===== src/rtl/arm_cond_pkg.sv =====
// Shared definitions for the ARMv4 condition-execution unit: condition codes,
// flag bit positions inside the {N,Z,C,V} vector and flag_write bit positions.
package arm_cond_pkg;

    typedef enum logic [3:0] {
        COND_EQ = 4'b0000,
        COND_NE = 4'b0001,
        COND_CS = 4'b0010,
        COND_CC = 4'b0011,
        COND_MI = 4'b0100,
        COND_PL = 4'b0101,
        COND_VS = 4'b0110,
        COND_VC = 4'b0111,
        COND_HI = 4'b1000,
        COND_LS = 4'b1001,
        COND_GE = 4'b1010,
        COND_LT = 4'b1011,
        COND_GT = 4'b1100,
        COND_LE = 4'b1101,
        COND_AL = 4'b1110,
        COND_NV = 4'b1111
    } cond_t;

    // Bit positions inside the {N,Z,C,V} flag vector.
    localparam int FLAG_N = 3;
    localparam int FLAG_Z = 2;
    localparam int FLAG_C = 1;
    localparam int FLAG_V = 0;

    // Bit positions inside flag_write: NZ half and CV half.
    localparam int FW_NZ = 1;
    localparam int FW_CV = 0;

endpackage


===== src/rtl/cond_check.sv =====
// Purely combinational evaluation of a 4-bit ARM condition code against the
// current {N,Z,C,V} flags.
module cond_check
    import arm_cond_pkg::*;
(
    input  cond_t      cond,
    input  logic [3:0] flags,
    output logic       pass
);

    logic n;
    logic z;
    logic c;
    logic v;

    assign n = flags[FLAG_N];
    assign z = flags[FLAG_Z];
    assign c = flags[FLAG_C];
    assign v = flags[FLAG_V];

    // Condition table lookup; NV never passes.
    always_comb begin
        pass = 1'b0;
        case (cond)
            COND_EQ: pass = z;
            COND_NE: pass = !z;
            COND_CS: pass = c;
            COND_CC: pass = !c;
            COND_MI: pass = n;
            COND_PL: pass = !n;
            COND_VS: pass = v;
            COND_VC: pass = !v;
            COND_HI: pass = c & !z;
            COND_LS: pass = !c | z;
            COND_GE: pass = (n == v);
            COND_LT: pass = (n != v);
            COND_GT: pass = !z & (n == v);
            COND_LE: pass = z | (n != v);
            COND_AL: pass = 1'b1;
            COND_NV: pass = 1'b0;
            default: pass = 1'b0;
        endcase
    end

endmodule


===== src/rtl/cond_unit.sv =====
// Condition-execution unit: owns the architectural NZCV flags, gates the
// execute-stage side effects by the condition result, registers the gated
// controls into the execute/memory boundary and counts executed and
// condition-skipped instructions with saturating counters.
// No handshake: the stage advances on every cycle in which stall_e is low;
// stall_e freezes all state, flush_e turns the current instruction into a
// bubble, reset overrides both.
module cond_unit
    import arm_cond_pkg::*;
#(
    parameter int CNT_W = 16
) (
    input  logic             clk,
    input  logic             reset,
    input  logic             stall_e,
    input  logic             flush_e,
    input  logic             valid_e,
    input  logic [3:0]       cond_e,
    input  logic [1:0]       flag_write_e,
    input  logic [3:0]       alu_flags_e,
    input  logic             reg_write_e,
    input  logic             mem_write_e,
    input  logic             pc_src_e,
    output logic             cond_ex_e,
    output logic [3:0]       flags,
    output logic             reg_write_m,
    output logic             mem_write_m,
    output logic             pc_src_m,
    output logic [CNT_W-1:0] exec_count,
    output logic [CNT_W-1:0] skip_count
);

    localparam logic [CNT_W-1:0] CNT_MAX = '1;

    logic live;
    logic pass;

    cond_check u_cond_check (
        .cond  (cond_t'(cond_e)),
        .flags (flags),
        .pass  (pass)
    );

    // An instruction only counts as live when it is valid, not squashed and
    // actually leaving the stage this cycle.
    assign live      = valid_e & !flush_e & !stall_e;
    assign cond_ex_e = live & pass;

    // Flag register: each half loads independently from the ALU result of an
    // executed instruction; no bypass, so the next instruction sees it.
    always_ff @(posedge clk) begin
        if (reset) begin
            flags <= 4'b0000;
        end else if (cond_ex_e) begin
            if (flag_write_e[FW_NZ]) begin
                flags[FLAG_N:FLAG_Z] <= alu_flags_e[FLAG_N:FLAG_Z];
            end
            if (flag_write_e[FW_CV]) begin
                flags[FLAG_C:FLAG_V] <= alu_flags_e[FLAG_C:FLAG_V];
            end
        end
    end

    // Execute/memory boundary register for the gated controls.
    always_ff @(posedge clk) begin
        if (reset) begin
            reg_write_m <= 1'b0;
            mem_write_m <= 1'b0;
            pc_src_m    <= 1'b0;
        end else if (!stall_e) begin
            if (flush_e) begin
                reg_write_m <= 1'b0;
                mem_write_m <= 1'b0;
                pc_src_m    <= 1'b0;
            end else begin
                reg_write_m <= reg_write_e & cond_ex_e;
                mem_write_m <= mem_write_e & cond_ex_e;
                pc_src_m    <= pc_src_e & cond_ex_e;
            end
        end
    end

    // Saturating executed / skipped instruction counters.
    always_ff @(posedge clk) begin
        if (reset) begin
            exec_count <= '0;
            skip_count <= '0;
        end else begin
            if (cond_ex_e && (exec_count != CNT_MAX)) begin
                exec_count <= exec_count + 1'b1;
            end
            if (live && !pass && (skip_count != CNT_MAX)) begin
                skip_count <= skip_count + 1'b1;
            end
        end
    end

endmodule


===== config.mk =====
export PLATFORM = sky130hd
export DESIGN_NAME = cond_unit
export DESIGN_NICKNAME = d
export VERILOG_FILES = /design/src/rtl/arm_cond_pkg.sv /design/src/rtl/cond_check.sv /design/src/rtl/cond_unit.sv
export SDC_FILE = /design/constraint.sdc
export NUM_CORES = 1
export LEC_CHECK = 0
export ABC_AREA = 1
export CORE_AREA = 3 3 112 60
export DETAILED_ROUTE_END_ITERATION = 16
export DIE_AREA = 0 0 115 63
export PLACE_DENSITY = 0.74
export SLEW_MARGIN = 25
export SYNTH_ARGS = -nofsm -noshare
export SYNTH_HDL_FRONTEND = slang
export SYNTH_SLANG_ARGS = --single-unit
export TNS_END_PERCENT = 20

===== constraint.sdc =====
create_clock -name clk -period 3.7 [get_ports clk]
set_input_delay 0.555 -clock clk [delete_from_list [all_inputs] [get_ports clk]]
set_output_delay 0.555 -clock clk [all_outputs]
set_load 0.01 [all_outputs]

### Yosys cells after proc, flatten, opt, wreduce, memory -nomap -nowiden

Cells that the tools add are included.

| word-level totals | value |
|---|---|
| register bits after elaboration | 39 |
| input port bits | 18 |
| output and inout bits | 40 |
| word-level logic and storage cells | 55 |

| cells by class | value |
|---|---|
| $add $sub $neg | 2 |
| equality and inequality tests | 19 |
| muxes and demuxes | 4 |
| bitwise gates (word level) | 10 |
| reductions and logical operators | 13 |

Operators with widths:

| kind | count |
|---|---|
| $add 16x1->16 const B | 2 |
| $eq 4x4->1 const B | 8 |
| $ne 16x16->1 const B | 2 |
| $eq 4x3->1 const B | 4 |
| $pmux 1 s16 | 1 |
| $and 1x1->1 | 8 |
| $eq 4x2->1 const B | 2 |
| $logic_not 1->1 | 7 |
| $eq 4x1->1 const B | 1 |
| $logic_not 4->1 | 1 |
| $reduce_and 2->1 | 2 |
| $logic_and 1x1->1 | 3 |
| $mux 1 | 3 |
| $or 1x1->1 | 2 |
| $eq 1x1->1 | 1 |
| $ne 1x1->1 | 1 |

### Logic depth before layout (Yosys ltp)

| logic depth | value |
|---|---|
| depth in word-level cells | 6 |
| depth in mapped cells | 14 |

### Modules after synthesis

From an unflattened synthesis, not the netlist that was laid out.

| unflattened totals | value |
|---|---|
| cells, all modules | 383 |
| area total of the unflattened synthesis | 2,413.6 um^2 |

By module, submodules not included:

| module | instances | cells an instance | area an instance (um^2) | sequential area each (um^2) |
|---|---|---|---|---|
| cond_unit | 1 | 338 | 2,208.4 | 780.7 |
| cond_check | 1 | 45 | 205.2 | 0.0 |

### Worst setup path before layout

OpenSTA, ideal clock, no wires.

| timing | value |
|---|---|
| kind | input -> output |
| start point | input cond_e[1] |
| end point | output cond_ex_e |
| arrival time | 1,640 ps |
| required time | 3,145 ps |
| setup slack | 1,505 ps |
| stages | 10 |
| cell sequence | nor3_1 > nand2_1 > nand2_1 > nand2_1 > nand3_2 > nand2_4 > nand2_8 > nand2_8 > buf_4 > nor4_2 |

| on the way | value |
|---|---|
| cells in the longest elaborated chain, start to end | 3 |
| elaborated cells on any way between the ends | 18 |
| those cells by class | eq/ne (15); mux (1); bitwise (1); reduce/logical (1) |

RTL lines:

| item | RTL line | RTL |
|---|---|---|
| start: declaration | cond_unit.sv:18 | `input logic [3:0] cond_e,` |
| $eq 4x4->1 (tied with other cells) | cond_check.sv:24 | `case (cond)` |
| $pmux 1 s16 (*) | cond_check.sv:24 |  |
| $and 1x1->1 (*) | cond_unit.sv:47 | `assign cond_ex_e = live & pass;` |
| end: declaration | cond_unit.sv:24 | `output logic cond_ex_e,` |

Every way passes the cells marked *; elsewhere a longest branch is shown, timed or not.

### Final worst setup path

Ends and elaborated chain as after synthesis.

==> impl_metrics.tcl <==
set metrics [dict create \
    layoutNonFillerInstCount 483 \
    multi_input_area_mm2 0.00162 \
    path_class "input port to output port" \
    min_path_type "flip-flop to flip-flop" \
    vias 2594 \
    die_x_um 115 \
    synth_ff_type "dfxtp_1" \
    post_cts_buffers 0 \
    critPathMaxFanout 17 \
    grt_pass1_wl_um 11600 \
    relSlewSlack 0.440 \
    synthArstFlopShare 0 \
    grt_pass1_vias 2307 \
    crit_path_frequent_cell "nand2_1" \
    yosys.area.top_type "dfxtp_1" \
    min_period_ps 3270 \
    syn_area_per_cell_um2 7.47 \
    crit_path_start_kind "input port" \
    core_area_mm2 0.00591 \
    setup_tns_ps 0 \
    post_drt_wl_per_cell_um 14.6 \
    first_pass_iters 4 \
    ys_seq_elements 39 \
    leakage_nw 1.21 \
    cts.repair.resized 0 \
    io_pins 58 \
    synth_most_common_cell "nand2_1" \
    holdBufCountCts 0 \
    final_net_count 425 \
    crit_chain "clkdlybuf4s50_1 > nor3_1 > nand2_1 > nand2_1 > nand2_1 > nand3_2 > nand2_4 > nand2_8 > nand2_8 > nor4_2 > clkdlybuf4s50_1" \
    syn-num-nets 370 \
    worst_pin_slew_ps 837 \
    r2r_setup_slack_ps 1470 \
    finalSetupViolCount 0 \
    die_h_um 63 \
    std_cell_rows 20 \
    slowest_delay_ps 590 \
    hpwlAfterDp_um 5150 \
    die-area_mm2 0.00725 \
    io_buffers 57 \
    ir_worst_vdd_uv 155 \
    drt-total-wl_um 7060 \
    crit_path_end_kind "output port" \
    drt_iter0_drc 160 \
    via_per_inst 5.37 \
    seq_area_um2 781 \
    diodes 0 \
    clkSinkCount 39 \
    yosys-top-cells-area "dfxtp_1 30%, nand2_1 12%, nand4_1 7.9%" \
    synth_edf_count 0 \
    crit_path_top_delay_cell "clkdlybuf4s50_1" \
    min_period_over_period 0.884 \
    layout-drive-gt1-share 0.123 \
    htreeDepth 2 \
    yosysTopAreaCellShare 0.299 \
    rsz0062_at_grt "false" \
    ys_warn_count 0 \
    cp_data_arrival_time_ps 2720 \
    area_growth_pct 29.5 \
    grt_max_degree 18 \
    crit_required_ps 3140 \
    cts_tree "yes" \
    start_util 0.443 \
    yosys-top-cells-count "84 x nand2_1, 39 x dfxtp_1, 34 x nor2_1" \
    grt_use_total 0.197 \
    synth_cell_types 36 \
    power_density_mw_per_mm2 326 \
    numCtsBuffers 5 \
    drv_slew 0 \
    synth_area_mm2 0.00261 \
    final.fill_count 550 \
    status "completed" \
    drc 0 \
    ant_nets 0 \
    synth_seq_area_share 0.299 \
    clock.fmax_mhz 306 \
    r2r_cells 8 \
    gp_congestion 0.917 \
    clockBufferDepth 2 \
    antenna_found_initial 0 \
    finalHoldViolCount 0 \
    path_clk_slew_ps 60 \
    max_cap_viol_count 0 \
    synth_cells 350 \
    grt-ovfl-total 0 \
    clock_latency_ps 280 \
    cts-root-buf "clkbuf_16" \
    holdPathStages 2 \
    place_inst 475 \
    finClkSkew_ps 5.52 \
]
==> stage by stage <==
stage	worst slack (ps)	util	hold slack [ps]	total power, mW	area, µm²
floorplan	1500	-	479	0.515	2610
global placement	506	0.541	444	0.551	3200
detailed placement	446	0.541	462	0.553	3200
CTS	428	0.573	474	1.11	3380
global route	217	0.573	487	1.14	3380
finish	429	0.573	471	1.10	3380
==> area by class of cell <==
| cell class | count | area share |
|---|---|---|
| timing repair buffer | 60 | 0.175 |
| tap | 77 | 0.0285 |
| clock buffer | 6 | 0.0381 |
| multi-input combinational | 273 | 0.479 |
| inverter | 26 | 0.0311 |
| sequential | 39 | 0.231 |
| clock inverter | 2 | 0.0177 |
==> state kept, by name (all words and copies together) (netlist names) <==
name,count
reg_write_m,1
skip_count,16
mem_write_m,1
exec_count,16
flags,4
pc_src_m,1
==> where the power goes <==
part / total (mW) / internal (mW) / switching, mW / leakage (nW)
Sequential: 0.427 / 0.423 / 0.00376 / 0.314
Clock: 0.559 / 0.387 / 0.172 / 0.0911
Combinational: 0.117 / 0.0444 / 0.0729 / 0.804
==> logic make-up after synthesis <==
| logic type | synth area share |
|---|---|
| and+or+nand+nor | 0.432 |
| buffers and inverters | 0.0814 |
| adders and majority gates | 0.00957 |
| AOI/OAI and AO/OA | 0.0881 |
| xor gates and xnor gates | 0.0905 |
| DFF | 0.299 |
==> critical path, delay by kind of cell <==
kind	cells	cell delay (ps)
buffers and inverters	2	1110
and+or+nand+nor	9	1050
==> path summary, 6_finish.rpt <==
kind,from,end
hold reg to reg,mem_write_m$_SDFFE_PP0N_,mem_write_m$_SDFFE_PP0N_
hold / removal,mem_write_m$_SDFFE_PP0N_,mem_write_m$_SDFFE_PP0N_
setup / recovery,cond_e[1],cond_ex_e
setup reg to reg,skip_count[1]$_SDFFE_PP0P_,skip_count[0]$_SDFFE_PP0P_
==> layer usage <==
layer  share of wire  vias to the layer above  global-route usage
met3           0.090                        7              0.0551
met2            0.40                      106               0.262
met5               0                        -                   0
li1                -                     1283                   -
met4          0.0057                        0              0.0351
met1            0.50                     1198               0.310
==> layout by cell type, fill, tap and decap left out, types with 2 or more instances in the layout <==
cell / instances
nor4_1: 3
xor2_1: 13
inv_2: 2
o21ai_0: 2
inv_1: 22
a21oi_2: 9
dfxtp_1: 39
buf_4: 3
nand2_8: 2
xnor2_1: 14
nand3_1: 19
nand2_4: 11
ha_1: 2
nor2_1: 34
bufinv_16: 2
nor3_1: 6
nand4_4: 2
o21ai_1: 2
nand2_2: 2
nand3_2: 3
nand4_1: 33
clkdlybuf4s50_1: 57
nand2_1: 84
nor2_2: 2
a21oi_1: 23
clkbuf_16: 5
Note: power is estimated with default switching activity, not from simulation.
